## src/rtl/fft_sec_pkg.sv

```systemverilog
// Shared types and helpers for the FFT security monitor.
package fft_sec_pkg;

  localparam int unsigned NUM_VIOL = 6;

  // Violation codes double as bit indices into the sticky status vector.
  typedef enum logic [2:0] {
    ViolAddr   = 3'd0,
    ViolFsm    = 3'd1,
    ViolHs     = 3'd2,
    ViolOvf    = 3'd3,
    ViolBufOvf = 3'd4,
    ViolBufUnf = 3'd5
  } viol_code_e;

  typedef enum logic [1:0] {
    StIdle   = 2'd0,
    StArmed  = 2'd1,
    StAlert  = 2'd2,
    StLocked = 2'd3
  } mon_state_e;

  // Priority encode: the lowest set violation code wins.
  function automatic viol_code_e first_viol_code(input logic [NUM_VIOL-1:0] bits);
    logic [2:0] code;
    code = 3'd0;
    for (int i = NUM_VIOL - 1; i >= 0; i--) begin
      if (bits[i]) code = 3'(i);
    end
    return viol_code_e'(code);
  endfunction

endpackage

```

## src/rtl/fft_sec_buf_tracker.sv

```systemverilog
// I/O buffer occupancy tracker with overflow / underflow detection.
// The level saturates at both ends instead of wrapping.
module fft_sec_buf_tracker #(
  parameter int unsigned BUF_DEPTH = 16,
  parameter int unsigned LVL_W     = $clog2(BUF_DEPTH + 1)
) (
  input  logic             clk_i,
  input  logic             reset_i,
  input  logic             buf_wr_i,
  input  logic             buf_rd_i,
  output logic [LVL_W-1:0] level_o,
  output logic             ovf_o,
  output logic             unf_o
);

  localparam logic [LVL_W-1:0] Full = LVL_W'(BUF_DEPTH);

  logic [LVL_W-1:0] r_level;
  logic [LVL_W-1:0] w_level_d;
  logic             w_wr_only;
  logic             w_rd_only;

  assign w_wr_only = buf_wr_i && !buf_rd_i;
  assign w_rd_only = buf_rd_i && !buf_wr_i;
  assign ovf_o     = w_wr_only && (r_level == Full);
  assign unf_o     = w_rd_only && (r_level == '0);
  assign level_o   = r_level;

  // Next occupancy: move only on a one-sided access that stays in range.
  always_comb begin
    w_level_d = r_level;
    if (w_wr_only && !ovf_o) begin
      w_level_d = r_level + LVL_W'(1);
    end else if (w_rd_only && !unf_o) begin
      w_level_d = r_level - LVL_W'(1);
    end
  end

  // Occupancy register.
  always_ff @(posedge clk_i or posedge reset_i) begin
    if (reset_i) begin
      r_level <= '0;
    end else begin
      r_level <= w_level_d;
    end
  end

endmodule

```

## src/rtl/fft_security_monitor.sv

```systemverilog
// Runtime security monitor for the FFT core: detects bounds, FSM, handshake,
// overflow and buffer violations; keeps sticky status, a saturating count,
// first-violation capture, and an interrupt / lock state machine.
module fft_security_monitor
  import fft_sec_pkg::*;
#(
  parameter int unsigned ADDR_WIDTH       = 12,
  parameter int unsigned BUF_DEPTH        = 16,
  parameter int unsigned CNT_WIDTH        = 8,
  parameter int unsigned LOCK_THRESHOLD   = 16,
  parameter logic [7:0]  VALID_STATE_MASK = 8'h3F
) (
  input  logic                             clk_i,
  input  logic                             reset_i,
  input  logic                             enable_i,
  input  logic                             clear_i,
  input  logic [3:0]                       fft_length_log2_i,
  input  logic                             mem_valid_i,
  input  logic                             mem_ready_i,
  input  logic [ADDR_WIDTH-1:0]            mem_addr_i,
  input  logic [2:0]                       fsm_state_i,
  input  logic                             overflow_i,
  input  logic                             buf_wr_i,
  input  logic                             buf_rd_i,
  output logic [NUM_VIOL-1:0]              viol_status_o,
  output logic [CNT_WIDTH-1:0]             viol_count_o,
  output logic [2:0]                       first_code_o,
  output logic [ADDR_WIDTH-1:0]            first_addr_o,
  output logic                             irq_o,
  output logic                             locked_o,
  output logic [$clog2(BUF_DEPTH+1)-1:0]   buf_level_o
);

  localparam int unsigned LvlW = $clog2(BUF_DEPTH + 1);

  mon_state_e            r_state, w_state_d;
  logic [NUM_VIOL-1:0]   r_status, w_status_d, w_status_base, w_viol;
  logic [CNT_WIDTH-1:0]  r_count, w_count_d, w_count_base;
  logic [2:0]            r_first_code, w_first_code_d;
  logic [ADDR_WIDTH-1:0] r_first_addr, w_first_addr_d, r_prev_addr;
  logic                  r_prev_stall, r_irq, r_locked;
  logic                  w_addr_oob, w_hs, w_buf_ovf, w_buf_unf, w_record, w_clear;

  fft_sec_buf_tracker #(
    .BUF_DEPTH (BUF_DEPTH),
    .LVL_W     (LvlW)
  ) u_buf_tracker (
    .clk_i    (clk_i),
    .reset_i  (reset_i),
    .buf_wr_i (buf_wr_i),
    .buf_rd_i (buf_rd_i),
    .level_o  (buf_level_o),
    .ovf_o    (w_buf_ovf),
    .unf_o    (w_buf_unf)
  );

  // A log2 at or above ADDR_WIDTH covers the whole address space.
  assign w_addr_oob = mem_valid_i && (32'(fft_length_log2_i) < ADDR_WIDTH) &&
                      ((mem_addr_i >> fft_length_log2_i) != '0);
  assign w_hs       = r_prev_stall && (!mem_valid_i || (mem_addr_i != r_prev_addr));
  assign w_viol     = {w_buf_unf, w_buf_ovf, overflow_i, w_hs,
                       !VALID_STATE_MASK[fsm_state_i], w_addr_oob};
  assign w_record   = (|w_viol) && (enable_i || (r_state == StLocked));
  assign w_clear    = clear_i && (r_state != StLocked);

  // Status/count/capture update: clear first, then a same-cycle violation lands on top.
  always_comb begin
    w_status_base  = w_clear ? '0 : r_status;
    w_count_base   = w_clear ? '0 : r_count;
    w_status_d     = w_status_base;
    w_count_d      = w_count_base;
    w_first_code_d = w_clear ? '0 : r_first_code;
    w_first_addr_d = w_clear ? '0 : r_first_addr;
    if (w_record) begin
      w_status_d = w_status_base | w_viol;
      if (w_count_base != '1) w_count_d = w_count_base + CNT_WIDTH'(1);
      if (w_status_base == '0) begin
        w_first_code_d = first_viol_code(w_viol);
        w_first_addr_d = mem_addr_i;
      end
    end
  end

  // Monitor state machine; a recorded violation (even straight out of IDLE)
  // lands in ALERT so irq tracks the first status bit.
  always_comb begin
    w_state_d = r_state;
    if (r_state == StLocked) begin
      w_state_d = StLocked;
    end else if (w_record) begin
      w_state_d = (32'(w_count_d) >= LOCK_THRESHOLD) ? StLocked : StAlert;
    end else begin
      unique case (r_state)
        StIdle:  if (enable_i) w_state_d = StArmed;
        StArmed: if (!enable_i) w_state_d = StIdle;
        StAlert: if (w_clear) w_state_d = StArmed;
        default: w_state_d = StIdle;
      endcase
    end
  end

  // State, status, capture, handshake history and registered outputs.
  always_ff @(posedge clk_i or posedge reset_i) begin
    if (reset_i) begin
      r_state      <= StIdle;
      r_status     <= '0;
      r_count      <= '0;
      r_first_code <= '0;
      r_first_addr <= '0;
      r_prev_stall <= 1'b0;
      r_prev_addr  <= '0;
      r_irq        <= 1'b0;
      r_locked     <= 1'b0;
    end else begin
      r_state      <= w_state_d;
      r_status     <= w_status_d;
      r_count      <= w_count_d;
      r_first_code <= w_first_code_d;
      r_first_addr <= w_first_addr_d;
      r_prev_stall <= mem_valid_i && !mem_ready_i;
      r_prev_addr  <= mem_addr_i;
      r_irq        <= (w_state_d == StAlert) || (w_state_d == StLocked);
      r_locked     <= (w_state_d == StLocked);
    end
  end

  assign viol_status_o = r_status;
  assign viol_count_o  = r_count;
  assign first_code_o  = r_first_code;
  assign first_addr_o  = r_first_addr;
  assign irq_o         = r_irq;
  assign locked_o      = r_locked;

endmodule

```

## config.mk

```make
export PLATFORM = sky130hd
export DESIGN_NAME = fft_security_monitor
export DESIGN_NICKNAME = d
export VERILOG_FILES = /design/src/rtl/fft_sec_pkg.sv /design/src/rtl/fft_sec_buf_tracker.sv /design/src/rtl/fft_security_monitor.sv
export SDC_FILE = /design/constraint.sdc
export NUM_CORES = 1
export LEC_CHECK = 0
export BUFFER_PORTS_ARGS = -buffer_cell sky130_fd_sc_hd__buf_2
export CORE_ASPECT_RATIO = 0.75
export CORE_UTILIZATION = 48
export DETAILED_ROUTE_END_ITERATION = 8
export GPL_TIMING_DRIVEN = 0
export PLACE_DENSITY = 0.76
export SLEW_MARGIN = 0
export SYNTH_ARGS = -nofsm -noshare
export SYNTH_HDL_FRONTEND = slang
export SYNTH_SLANG_ARGS = --single-unit
export TNS_END_PERCENT = 30
```

## constraint.sdc

```tcl
create_clock -name clk_i -period 2.4 [get_ports clk_i]
set_clock_uncertainty 0.2 [all_clocks]
set_input_delay 0.24 -clock clk_i [delete_from_list [all_inputs] [get_ports clk_i]]
set_output_delay 0.24 -clock clk_i [all_outputs]
set_load 0.02 [all_outputs]
```

Yosys cells after proc, flatten, opt, wreduce, memory -nomap -nowiden:

Memory sizes are Yosys's and may differ from the RTL's.
Cells that the tools add are included.

* flip-flop bits (word level): 51
* ROM bits: 8
* word-level logic and storage cells: 83
* memories: 1

* $add $sub $neg: 3
* order comparisons: 3
* equality and inequality tests: 9
* shift operators: 1
* muxes and demuxes: 27
* bitwise operators: 1
* reductions and logical operators: 28

Memories
* (name not given): words 8, bits a word 1, rd ports 1, clocked after memory_dff 0, wr ports 0, RTL line fft_security_monitor.sv:62 `!VALID_STATE_MASK[fsm_state_i], w_addr_oob};`

Operators with widths (count)
* $mux W12: 3
* $mux W3: 9
* $mux W8: 3
* $logic_and A1 B1 Y1: 12
* $mux W6: 2
* $ne A12 B12 Y1: 1
* $reduce_bool A12 Y1: 1
* $shr A12 B4 Y12: 1
* $mux W2: 5
* $mux W5: 2
* $add A8 B1 Y8 const B: 1
* $eq A2 B2 Y1 const B: 4
* $ge A8 B5 Y1 const B: 1
* $ne A8 B8 Y1 const B: 1
* $logic_not A1 Y1: 7
* $logic_not A6 Y1: 1
* $or A6 B6 Y6: 1
* $pmux W2 S3: 1
* $reduce_or A6 Y1: 1
* $add A5 B1 Y5 const B: 1
* $eq A5 B5 Y1 const B: 1
* $logic_not A5 Y1: 1
* $sub A5 B1 Y5 const B: 1
* $lt A3 B4 Y1 const B: 1
* 7 further kinds: 10

Depth between registers and ports, before layout:

Gate-level depths: netlist (run 1).

* word-level depth: 12
* depth in mapped cells: 12

Modules after synthesis:

Synthesis (run 1) repeated with hierarchy kept, for this count alone.

* cell total of the unflattened synthesis: 262
* area total of the unflattened synthesis: 2615.0 µm²

By module, submodules not included
* fft_security_monitor: times used 1, cells each 216, area each 2188.3 µm²
* fft_sec_buf_tracker: times used 1, cells each 46, area each 426.7 µm²

Least setup slack after synthesis (run 1):

Ideal clock, no wire load.

* path kind: register to register
* start point: register r_state[1]
* end point: register r_locked, in the netlist locked_o
* library setup time: 0.128 ns
* arrival: 2.164 ns
* setup slack: -0.092 ns
* stages on the path, launching flop included: 13
* path buffers: 2
* cell sequence: dfrtp_1 > buf_2 > a21bo_2 > clkbuf_1 > and2_1 > ha_1 > nand2_1 > nor2_1 > and4_1 > o211ai_1 > o311ai_0 > mux2i_1 > a21boi_1

* longest elaborated chain between the ends: 11

RTL lines
* start: declaration: RTL line fft_security_monitor.sv:36 `mon_state_e r_state, w_state_d;`
* start signal: assignment: RTL line fft_security_monitor.sv:105 `r_state <= StIdle;`
* start signal: assignment: RTL line fft_security_monitor.sv:115 `r_state <= w_state_d;`
* $ne A2 B2 Y1: RTL line fft_security_monitor.sv:64 `assign w_clear = clear_i && (r_state != StLocked);`
* $logic_and A1 B1 Y1: RTL line fft_security_monitor.sv:64
* $mux W8: RTL line fft_security_monitor.sv:69 `w_count_base = w_clear ? '0 : r_count;`
* $add A8 B1 Y8 / $ne A8 B8 Y1 (equally long branches): RTL line fft_security_monitor.sv:76 `if (w_count_base != '1) w_count_d = w_count_base + CNT_WIDTH'(1);`
* $mux W8: RTL line fft_security_monitor.sv:76
* $mux W8: RTL line fft_security_monitor.sv:74 `if (w_record) begin`
* $ge A8 B5 Y1: RTL line fft_security_monitor.sv:91 `w_state_d = (32'(w_count_d) >= LOCK_THRESHOLD) ? StLocked : StAlert;`
* $mux W1: RTL line fft_security_monitor.sv:91
* $mux W2: RTL line fft_security_monitor.sv:90 `end else if (w_record) begin`
* $mux W2 (*): RTL line fft_security_monitor.sv:88 `if (r_state == StLocked) begin`
* $eq A2 B2 Y1 (*): RTL line fft_security_monitor.sv:123 `r_locked <= (w_state_d == StLocked);`
* end signal: assignment: RTL line fft_security_monitor.sv:123
* end: declaration: RTL line fft_security_monitor.sv:41 `logic r_prev_stall, r_irq, r_locked;`

Every way passes the cells marked *; elsewhere a longest branch is shown, timed or not.
A chain may end at the register's enable or synchronous reset.

Worst setup path in the final report (run 1):

* start point: register r_prev_addr[2]
* end point: register r_first_code[1], in the netlist first_code_o[1]

* longest elaborated chain between the ends: 8

RTL lines
* start: declaration: RTL line fft_security_monitor.sv:40 `logic [ADDR_WIDTH-1:0] r_first_addr, w_first_addr_d, r_prev_addr;`
* start signal: assignment: RTL line fft_security_monitor.sv:121 `r_prev_addr <= mem_addr_i;`
* $ne A12 B12 Y1 (*): RTL line fft_security_monitor.sv:60 `assign w_hs = r_prev_stall && (!mem_valid_i || (mem_addr_i != r_prev_addr));`
* $logic_or A1 B1 Y1 (*): RTL line fft_security_monitor.sv:60
* $logic_and A1 B1 Y1 (*): RTL line fft_security_monitor.sv:60
* $mux W3 (3 in series): RTL line fft_sec_pkg.sv:28 `if (bits[i]) code = 3'(i);`
* $mux W3: RTL line fft_security_monitor.sv:77 `if (w_status_base == '0) begin`
* $mux W3 (*): RTL line fft_security_monitor.sv:74
* net w_first_code_d[1]: RTL line fft_security_monitor.sv:39 `logic [2:0] r_first_code, w_first_code_d;`
* end signal: assignment: RTL line fft_security_monitor.sv:118 `r_first_code <= w_first_code_d;`
* end: declaration: RTL line fft_security_monitor.sv:39

Mark *: on every way through the listed nets, which the timed path passes. The rest lies on a longest branch.

==> summary.md, run 1 <==
| Metric | Value |
|---|---|
| Cells after Synth | 262 |
| Area Overhead vs Synth | 40.1% |
| Synth top area cells | dfrtp_1 49%, nand2_1 6.7%, xnor2_1 5.7%, a21oi_1 2.5%, o21ai_0 2.1% |
| # diodes | 0 |
| DRC Markers | 0 |
| Num Clock Sinks | 51 |
| RSZ-0062 raised after global routing | true |
| WL per Instance | 15.6 microns |
| First-pass GRT wire length | 10.6 mm |
| GR Layer Usage met1 | 35.8% |
| Routed Antenna Nets | 0 |
| Hold WS | 0.00565 ns |
| Initial Util | 51.5% |
| Worst reg2reg path endpoint | first_code_o[1] |
| Pre-CTS setup slack | -0.188 ns |
| Fmax | 414 MHz |
| Detail Placement HPWL | 4.32 mm |
| Slew Limit Fails | 0 |
| Crit start category | register |
| All-layer global routing usage | 24.7% |
| Max VDD drop | 0.799 mV |
| FP Rows | 22 |
| Total power | 3380 uW |
| Met3 GRT Util | 5.53% |
| Met2 Usage GRT | 37.2% |
| Pleak | 0.00163 uW |
| Core Util, Final | 72.1% |
| Min-delay src | mem_addr_i[1] |
| Post-synth top flop | dfrtp_1 |
| Nets | 403 |
| # setup viols final | 1 |
| H-tree Lvls | 2 |
| FF-to-FF path depth | 9 |
| Overflow left after global routing | 0 |
| Critical R2R Launch | r_prev_addr[2] |
| Status | finished with violations |
| Die Width | 86.9 microns |
| RD Place Congestion | 0.889 |
| Crit path required time | 2.38 ns |
| # port buffers | 62 |
| Post-synth top area share | 49.2% |
| Vias after detailed routing | 2383 |
| Sequential-to-total area share from yosys stat | 49.2% |
| Crit Path Category | reg -> reg |
| Die area | 5700 sq um |
| CORE AREA | 5040 sq um |
| Vias per inst | 5.38 |
| Syn Nets | 295 |
| Fill count | 359 |
| Vias in the first global route | 2127 |
| Hold Path Cell Cnt | 3 |
| Clock latency on the worst-skew pair | 0.30 ns |
| Gr busiest metal | met2 |
| Post-synth EDFFs | 0 |
| Critical-path maximum fanout | 9 |
| Reg clk slew, reported paths | 0.10 ns |
| Relative slew margins | 43.4% |
| Maxcap violations | 0 |
| Synthesis Warnings | 0 |
| Root Buffer | clkbuf_8 |
| First-pass DRT Iterations | 4 |
| Failing checks | setup timing |
| Post-Syn Area per Cell | 9.89 sq um |
| Post-Route WL | 6.89 mm |
| Initial antenna violation count | 0 |
| Yosys top cell by area | dfrtp_1 |
| Final hold violation count | 0 |
| Crit. End Element | register |
| Hold endpoint | first_addr_o[1] |
| Critical Path AT | 2.40 ns |
| Flop2flop setup slack | -0.02 ns |
| Yosys reg bits | 51 |
| Initial drt markers | 267 |
| Min Tclk post-route | 2.42 ns |
| I/O Pins | 64 |
| CTS Buf Count | 5 |
| Maximum root-to-sink buffer count | 2 |
| Most common cell after layout, fill and taps aside | buf_2 |
| Slack of the critical path | -0.0165 ns |
| Final period util | 101% |
| Most frequent cells in the layout | 62 x buf_2, 47 x dfrtp_1, 41 x nand2_1, 20 x buf_4 |
| Pwr/cell area | 931 nW/um^2 |
| Post-place instance area | 3030 sq um |
| Share of cells above drive strength 1 | 35.3% |
| Yosys cell types | 51 |
| Fin area | 3630 sq um |
| Worst Max-Slew Pin Slew | 0.849 ns |
| FFs w/ async S/R, synth | 100% |
| Die Ht | 65.6 microns |
| Hold Crit Class | in -> reg |
| TritonCTS clock tree | done |
| Area of the mapped netlist | 2590 sq um |
| Pin count of the biggest net entering global routing | 40 |
[what timing repair did]
action / 4_1_cts / 5_1_grt
cloned: 0 / 0
hold buffers: 16 / 0
endpoints found under the hold margin: 57 / 0
pin swaps: 5 / 17
setup buffers: 4 / 19
endpoints found under the setup margin: 22 / 22
resized for setup: 11 / 29
[area by class of cell]
cell class / count / area [sq um] / area share (%)
Clock inverter: 2 / 38.8 / 1.07
Inverter: 7 / 26.3 / 0.723
Timing Repair Buffer: 102 / 683 / 18.8
Multi-Input combinational cell: 197 / 1360 / 37.5
Buffer: 6 / 68.8 / 1.89
Clock buffer: 6 / 82.6 / 2.27
Tap cell: 72 / 90.1 / 2.48
Sequential cell: 51 / 1280 / 35.3
[synth_stat cells, types with 2 or more instances]
| library cell | count |
|---|---|
| buf_6 | 3 |
| o21ai_0 | 11 |
| and2_1 | 2 |
| o21ai_1 | 11 |
| nand2_1 | 46 |
| and4_1 | 3 |
| clkbuf_1 | 3 |
| a21o_1 | 7 |
| nand2b_1 | 6 |
| mux2_2 | 3 |
| xnor2_1 | 17 |
| nor2_1 | 13 |
| nor3_1 | 4 |
| nand4_1 | 4 |
| o21bai_1 | 2 |
| o211ai_1 | 2 |
| ha_1 | 4 |
| xor2_1 | 3 |
| nand3_1 | 9 |
| and3_1 | 2 |
| nor2b_1 | 6 |
| a22o_1 | 2 |
| a31oi_1 | 3 |
| a21oi_1 | 13 |
| inv_1 | 7 |
| dfrtp_1 | 51 |
[critical path, cell delays in order (launching register included)]
cell,delay [ns]
dfrtp_1,0.40
xnor2_1,0.21
nand2_1,0.08
o41a_1,0.50
nor2_4,0.21
buf_6,0.13
a311oi_4,0.09
buf_12,0.19
nand3b_1,0.19
o41ai_2,0.10
[state kept, by name, summed over array words and instances (netlist names)]
register	count
u_buf_tracker.level_o	5
irq_o	1
r_state	2
r_prev_stall	1
first_code_o	3
first_addr_o	12
locked_o	1
r_prev_addr	12
viol_count_o	8
viol_status_o	6
[stage by stage]
stage          TNS [ns]  cells
6_report        -0.0165    443
5_1_grt           -1.01    443
4_1_cts        -0.00561    424
3_5_place_dp     -0.996    397
3_3_place_gp      -1.07    396
2_1_floorplan         0    262
[routing by layer]
| metal | vias up | share of wire (%) |
|---|---|---|
| met1 | 1142 | 46 |
| met4 | 0 | 1.7 |
| li1 | 1137 | - |
| met2 | 91 | 45 |
| met5 | - | 0 |
| met3 | 13 | 6.8 |
[where the power goes]
group | leakage [uW] | internal (uW) | total (uW) | switching [uW]
logic | 0.000968 | 660 | 1450 | 786
clock network | 0.0000618 | 343 | 638 | 295
registers | 0.000600 | 1080 | 1300 | 215
[logic make-up (layout without fill, tap and decap cells)]
kind of cell | count (synthesis) | in the layout | share of synthesized area (%)
AND/OR/NAND/NOR | 102 | 102 | 19.2
AO/OA/AOI/OAI | 65 | 65 | 17.0
buffers and inverters | 14 | 123 | 2.94
adder cells (fa/ha/maj) | 5 | 5 | 2.70
multiplexers | 5 | 5 | 2.12
XOR/XNOR | 20 | 20 | 6.76
flip-flops | 51 | 51 | 49.2
[worst max path at each step]
stage,startpoint,endpoint,slack (ns),cells after the start
after floorplan,r_state[1],locked_o,0.01,12
after global placement,r_state[1],locked_o,-0.18,12
after detailed placement,r_state[1],locked_o,-0.19,12
after CTS,r_state[1],locked_o,-0.006,11
after global routing,r_prev_addr[2],viol_count_o[6],-0.08,9
final,r_prev_addr[2],first_code_o[1],-0.02,9
No activity file was read; power rests on OpenSTA's default activity.
==> run 2: changes to the inputs <==
- CORE_ASPECT_RATIO: 0.75 -> 1.25
==> run 2 against run 1 <==
  * The run ends with hold timing left
  * Worst setup slack improved by 0.073 ns
  * Worst hold slack got worse by 0.012 ns
  * Via count shrank 4.3%
  * Utilization decreased by 5.6 points
  * Critical path depth rose by 2
  * Cell count decreased by 6.1%
  * Die area barely moved
  * Sequential power barely moved
  * Fmax rose by 3.1%
  * Clock power increased by 11%
  * Largest cell class unchanged
  * Largest power group is now registers
  * Highest routed layer unchanged
==> summary.md, run 2 (same netlist as run 1, synthesis figures left out) <==
| Metric | Value |
|---|---|
| Pleak | 0.00152 uW (-6.6%) |
| Maximum root-to-sink buffer count | 2 (unchanged) |
| Nets | 386 (-4.2%) |
| WL per Instance | 15.4 microns (-0.80%) |
| First-pass GRT wire length | 10.1 mm (-4.3%) |
| H-tree Lvls | 2 (unchanged) |
| Hold Crit Class | in -> reg |
| Share of cells above drive strength 1 | 31.1% (-4.2 points) |
| Root Buffer | clkbuf_8 |
| Worst Max-Slew Pin Slew | 0.666 ns (-0.184 ns) |
| Slew Limit Fails | 0 (unchanged) |
| Num Clock Sinks | 51 (unchanged) |
| Finished Layout Cells | 416 (-6.1%) |
| Vias in the first global route | 2257 (+6.1%) |
| Reg clk slew, reported paths | 0.09 ns (about the same) |
| Critical Path AT | 2.33 ns (-0.07 ns) |
| Die area | 5700 sq um (about the same) |
| Switch Pwr | 1220 uW (-5.7%) |
| Area Overhead vs Synth | 32.2% |
| Max VDD drop | 0.732 mV (-8.4%) |
| Initial Util | 50.3% (-1.1 points) |
| Hold WS | -0.00672 ns (-0.0124 ns) |
| RSZ-0062 raised after global routing | true |
| Most frequent cells in the layout | 62 x buf_2, 48 x dfrtp_1, 42 x nand2_1, 17 x xnor2_1, 14 x dlygate4sd3_1 |
| CORE AREA | 5150 sq um (+2.3%) |
| DRC Markers | 0 (unchanged) |
| Die Width | 67.7 microns (-22%) |
| Final period util | 97.6% (-3.1 points) |
| RD Place Congestion | 0.845 (-5.0%) |
| # setup viols final | 0 (-1) |
| Overflow left after global routing | 0 (unchanged) |
| Most common cell after layout, fill and taps aside | buf_2 |
| # diodes | 0 (unchanged) |
| CTS Buf Count | 5 (unchanged) |
| All-layer global routing usage | 23.7% (-0.97 points) |
| Fmax | 427 MHz (+3.1%) |
| I/O Pins | 64 (unchanged) |
| Pwr/cell area | 952 nW/um^2 (+2.3%) |
| # port buffers | 62 (unchanged) |
| Detail Placement HPWL | 4.47 mm (+3.5%) |
| Die Ht | 84.2 microns (+28%) |
| Pin count of the biggest net entering global routing | 35 (-13%) |
| Crit. End Element | register |
| Crit path required time | 2.39 ns (about the same) |
| Clock latency on the worst-skew pair | 0.31 ns (about the same) |
| Post-place instance area | 3020 sq um (-0.41%) |
| Clock network power share | 21.6% (+2.7 points) |
| Initial drt markers | 95 (-64%) |
| FP Rows | 29 (+32%) |
| Maxcap violations | 0 (unchanged) |
| Vias after detailed routing | 2281 (-4.3%) |
| Post-Route WL | 6.42 mm (-6.8%) |
| Final hold violation count | 1 (+1) |
| Relative slew margins | 55.6% (+12 points) |
| Initial antenna violation count | 0 (unchanged) |
| Vias per inst | 5.48 (+1.9%) |
| Reg power frac | 40.1% (+1.7 points) |
| Routed Antenna Nets | 0 (unchanged) |
| TritonCTS clock tree | done |
| Sw frac | 37.4% (-0.86 points) |
| Failing checks | hold timing |
| Critical-path maximum fanout | 4 (-5) |
| P_int | 2040 uW (-2.1%) |
| Placed Instances | 387 (-2.5%) |
| Combinational power share | 38.3% (-4.4 points) |
| Min Tclk post-route | 2.34 ns (-0.0733 ns) |
| First-pass DRT Iterations | 4 (unchanged) |
| Status | finished with violations |
| Crit start category | register |
| Crit Path Category | reg -> reg |
| Fin area | 3430 sq um (-5.6%) |
==> run 2: area by class of cell <==
class                   instances  area (sq um)
clock buffers                   6          72.6
multi-input cells             197          1320
repair buffers                 85           534
fillers                       437          1720
clock inverters                 2          60.1
plain buffers                   6          58.8
flip-flops and latches         51          1280
inverters                       7          26.3
well taps                      62          77.6
==> run 2: metrics by stage <==
stage / util, % / total power [uW] / setup slack (ns) / setup TNS [ns]
global route: 66.5 / 3480 / -0.0647 / -0.254
global placement: 58.1 / 2410 / -0.148 / -0.895
CTS: 64.9 / 3210 / 0.00554 / 0
floorplan: - / 2070 / 0.0128 / 0
detailed placement: 58.5 / 2460 / -0.184 / -1.27
finish: 66.5 / 3260 / 0.0568 / 0
==> run 2: metal layers <==
metal	vias to the layer above	routed length [microns]	GRT usage, %
li1	1104	-	-
met1	1109	2720	27.3
met2	58	3270	40.6
met3	10	320	6.11
met4	0	110	9.28
met5	-	0	0
==> run 2: critical path, stage by stage (launching register included) <==
cell and delay [ns]:
dfrtp_1 0.42, a21bo_4 0.24, clkbuf_8 0.14, and2_4 0.16, ha_4 0.15, nand2_2 0.07
nor2_2 0.06, and4_4 0.20, o211ai_1 0.17, o311ai_1 0.13, mux2i_1 0.20, a21boi_1 0.09
==> run 2: final timing paths <==
check / depth (start not counted) / slack [ns] / from / end
hold / removal: 3 / -0.007 / mem_addr_i[9] / first_addr_o[9]
max in group asynchronous: 4 / 1.20 / reset_i / r_state[1]
hold reg to reg: 2 / 0.32 / viol_status_o[4] / viol_status_o[4]
setup reg to reg: 11 / 0.06 / r_state[0] / locked_o
setup / recovery: 11 / 0.06 / r_state[0] / locked_o
min in group asynchronous: 3 / 0.27 / reset_i / u_buf_tracker.level_o[2]
==> run 2: what timing repair did <==
item	CTS	global route
hold buffers	14	0
cloned	0	0
resized for setup	8	17
endpoints found under the hold margin	32	0
buffers inserted	5	4
pin swaps	6	11
endpoints found under the setup margin	21	22
==> run 2: power groups by stage <==
stage / sequential, uW / clock [uW] / combinational, uW
final: 1310 / 705 / 1250
after CTS: 1290 / 714 / 1210
after floorplan: 1520 / 0 / 544
after global routing: 1340 / 750 / 1390
after detailed placement: 1290 / 0 / 1170
after global placement: 1290 / 0 / 1120
==> run 3: changes to the inputs <==
- SLEW_MARGIN: 0 -> not set
- SYNTH_HIERARCHICAL: not set -> 1
==> run 3 against run 2 <==
  * The run ends with hold timing, setup timing left
  * Die area up 0.84%
  * Sequential share of layout area decreased by 3.4 points
  * Via count increased by 4.8%
  * Sequential cell count did not move
  * Combinational power grew 4%
  * Fmax down 13%
  * Worst setup slack worse by 0.36 ns
  * Critical path type unchanged
==> summary.md, run 3 <==
| Metric | Value |
|---|---|
| WL per Instance | 15.9 microns (+3.2%) |
| Reg power frac | 40.6% (+0.5 points) |
| Share of cells above drive strength 1 | 40.9% (+9.8 points) |
| Root Buffer | clkbuf_8 |
| Maximum root-to-sink buffer count | 2 (unchanged) |
| Die area | 5750 sq um (+0.84%) |
| Sum of negative setup slack | -2.61 ns (-2.61 ns) |
| RSZ-0062 raised after global routing | true |
| Crit path required time | 2.39 ns (about the same) |
| Yosys top cell by area | dfrtp_1 |
| Cells after Synth | 262 (unchanged) |
| Most numerous cell in the Yosys netlist | dfrtp_1 |
| Final period util | 113% (+15 points) |
| Nets | 412 (+6.7%) |
| Crit Path Category | reg -> reg |
| Worst Max-Slew Pin Slew | 0.449 ns (-0.217 ns) |
| Crit start category | register |
| Fmax | 370 MHz (-13%) |
| Status | finished with violations |
| Crit-path cells | a21boi_4 -> nor2b_2 -> ha_2 -> nand3_2 -> or4bb_4 -> nand2_4 -> mux2i_4 -> o21ai_1 -> or3b_1 -> mux2_4 -> o32a_1 |
| Initial drt markers | 101 (+6.3%) |
| Largest family of logic cells by synthesized area | simple AND/OR/NAND/NOR gates |
| Slack of the critical path | -0.305 ns (-0.362 ns) |
| Finished Layout Cells | 441 (+6.0%) |
| Critical-path maximum fanout | 4 (unchanged) |
| RD Place Congestion | 0.849 (+0.53%) |
| Pwr/cell area | 842 nW/um^2 (-12%) |
| Detail Placement HPWL | 4.53 mm (+1.4%) |
| CTS Buf Count | 5 (unchanged) |
| Pleak | 0.00171 uW (+12%) |
| Routed Antenna Nets | 0 (unchanged) |
| Max VDD drop | 0.499 mV (-32%) |
| I/O Pins | 64 (unchanged) |
| FF-to-FF path depth | 11 (unchanged) |
| Critical Path AT | 2.69 ns (+0.36 ns) |
| Crit. End Element | register |
| Initial antenna violation count | 0 (unchanged) |
| # port buffers | 62 (unchanged) |
| Die Ht | 84.5 microns (+0.42%) |
| Initial Util | 50.8% (+0.44 points) |
| Total power | 3170 uW (-2.8%) |
| Hold Crit Class | in -> reg |
| Critical R2R Launch | r_state[0] |
| Reg clk slew, reported paths | 0.09 ns (about the same) |
| Failing checks | hold timing, setup timing |
| Yosys reg bits | 51 (unchanged) |
| Hold WS | -0.00438 ns (+0.00235 ns) |
| Top post-synthesis cells by count | 51 x dfrtp_1, 49 x nand2_1, 16 x nor2_1, 15 x xnor2_1, 14 x o21ai_1 |
| Num Clock Sinks | 51 (unchanged) |
| Synth Area in Compound Gates | 16.8% (-0.24 points) |
| Slowest CP cell | dfrtp_2 |
| Hold Path Cell Cnt | 3 (unchanged) |
| Combinational power share | 41.0% (+2.7 points) |
| Sw frac | 38.4% (+0.97 points) |
| Maxcap violations | 0 (unchanged) |
| Post-synth top area share | 48.8% (-0.42 points) |
| Overflow left after global routing | 0 (unchanged) |
| First-pass GRT wire length | 10.7 mm (+5.4%) |
| Area of the mapped netlist | 2620 sq um (+0.87%) |
| Hold endpoint | first_addr_o[0] |
| Post-Syn Area per Cell | 9.98 sq um (+0.87%) |
| P_int | 1950 uW (-4.3%) |
| Flop2flop setup slack | -0.31 ns (-0.36 ns) |
| Post-Route WL | 7.03 mm (+9.4%) |
| Synth Area in Simple Gates | 21.2% (+2.0 points) |
| Mux share of post-synthesis cell area | 3.06% (+0.94 points) |
| Worst reg2reg path endpoint | r_state[0] |
| Synthesis Warnings | 6 (+6) |
| Sequential-to-total area share from yosys stat | 48.8% (-0.42 points) |
| Clock network power share | 18.4% (-3.2 points) |
| Max incr delay on CP | 0.43 ns (about the same) |
| FP Rows | 29 (unchanged) |
| Synthesized-area fraction occupied by xor and xnor cells | 6.03% (-0.73 points) |
| Adder-cell share of the synthesized area | 2.68% (-0.023 points) |
| Die Width | 68.0 microns (+0.42%) |
| Placed Instances | 387 (unchanged) |
| All-layer global routing usage | 24.5% (+0.84 points) |
| Min-delay src | mem_addr_i[0] |
| Yosys cell types | 50 (-2.0%) |
| # diodes | 0 (unchanged) |
| Pre-CTS setup slack | -0.506 ns (-0.322 ns) |
| Clock latency on the worst-skew pair | 0.31 ns (about the same) |
| FFs w/ async S/R, synth | 100% (unchanged) |
| H-tree Lvls | 2 (unchanged) |
| Area Overhead vs Synth | 44.1% |
| Most frequent cells in the layout | 62 x buf_2, 49 x dfrtp_1, 39 x nand2_1, 25 x buf_4, 17 x dlygate4sd3_1 |
| Final hold violation count | 1 (unchanged) |
| DRC Markers | 0 (unchanged) |
| Switch Pwr | 1220 uW (-0.29%) |
| Pin count of the biggest net entering global routing | 30 (-14%) |
| Vias in the first global route | 2349 (+4.1%) |
| First-pass DRT Iterations | 4 (unchanged) |
| Most common cell after layout, fill and taps aside | buf_2 |
| Min Tclk post-route | 2.71 ns (+0.362 ns) |
| CP Buf/Inv Count | 0 (-1) |
| Vias after detailed routing | 2390 (+4.8%) |
| Vias per inst | 5.42 (-1.2%) |
| Delay-heaviest family, CP | simple AND/OR/NAND/NOR gates |
| TritonCTS clock tree | done |
| Post-synth top flop | dfrtp_1 |
| Synth top area cells | dfrtp_1 49%, nand2_1 7.0%, xnor2_1 5.0%, o21ai_1 2.7%, nor2_1 2.3% |
| CORE AREA | 5150 sq um (unchanged) |
| Relative slew margins | 70.1% (+14 points) |
| Post-synth EDFFs | 0 (unchanged) |
| # setup viols final | 25 (+25) |
| Syn Nets | 295 (unchanged) |
| Slew Limit Fails | 0 (unchanged) |
==> run 3: changes by cell type in the layout (fill, tap and decap cells not counted), moves of 4 or more <==
| cell | previous run | this run |
|---|---|---|
| a21o_1 | 7 | 2 |
| buf_4 | 7 | 25 |
| o21ai_2 | 2 | 7 |
| nand3_1 | 9 | 5 |
==> run 3: worst max-delay path by stage <==
stage	from	endpoint	slack, ns	cells past startpoint
6_report	r_state[0]	r_state[0]	-0.31	11
4_1_cts	r_state[0]	r_state[0]	-0.32	11
3_3_place_gp	r_state[0]	r_state[0]	-0.45	11
2_1_floorplan	r_state[0]	r_state[0]	-0.27	11
5_1_grt	r_state[0]	r_state[0]	-0.41	11
3_5_place_dp	r_state[0]	r_state[0]	-0.51	11
==> run 3: layout make-up <==
type | count | area [sq um]
inverter | 4 | 15.0
multi-input combinational | 203 | 1490
timing repair buffer | 109 | 749
buffer | 5 | 47.5
clock inverter | 2 | 37.5
fill | 351 | 1380
clock buffer | 5 | 68.8
sequential | 51 | 1280
tap | 62 | 77.6
==> run 3: power groups by stage <==
stage	Sequential, uW	Combinational, uW	Clock, uW
final	1290	1300	583
after global routing	1320	1420	619
after CTS	1280	1220	596
after detailed placement	1300	1140	0
after global placement	1290	1100	0
after floorplan	1520	520	0
==> run 3: cells by family after synthesis <==
kind of cell             count (synthesis)
XOR/XNOR                                18
AO/OA/AOI/OAI                           60
multiplexers                             6
adder cells (fa/ha/maj)                  5
flip-flops                              51
AND/OR/NAND/NOR                        113
buffers and inverters                    9
==> run 3: metrics by stage <==
stage,hold slack [ns],util [%],area (sq um)
after global placement,-0.0352,59.0,3040
after detailed placement,-0.0227,59.4,3060
after floorplan,-0.181,-,2650
after CTS,0.000456,68.5,3530
after global routing,0.00231,73.1,3770
final,-0.00438,73.1,3770
==> run 3: timing repair <==
item | in CTS | in global routing
gates resized for setup | 19 | 26
endpoints found under the hold margin | 37 | 0
endpoints found under the setup margin | 25 | 27
hold buffers | 17 | 0
cloned | 1 | 2
pin swaps | 16 | 20
setup buffers | 14 | 13
==> run 3: worst min-delay path, stage by stage <==
cell     delay, ns
buf_2         0.13
nand2_2       0.06
o21ai_2       0.04
==> run 3: per-layer routing <==
layer  track usage [%]  part of all wire [%]  vias up
met4              7.77                   1.5        0
met5                 0                     0        -
li1                  -                     -     1158
met2              41.9                    52       65
met3              4.48                   4.2       10
met1              30.5                    43     1157
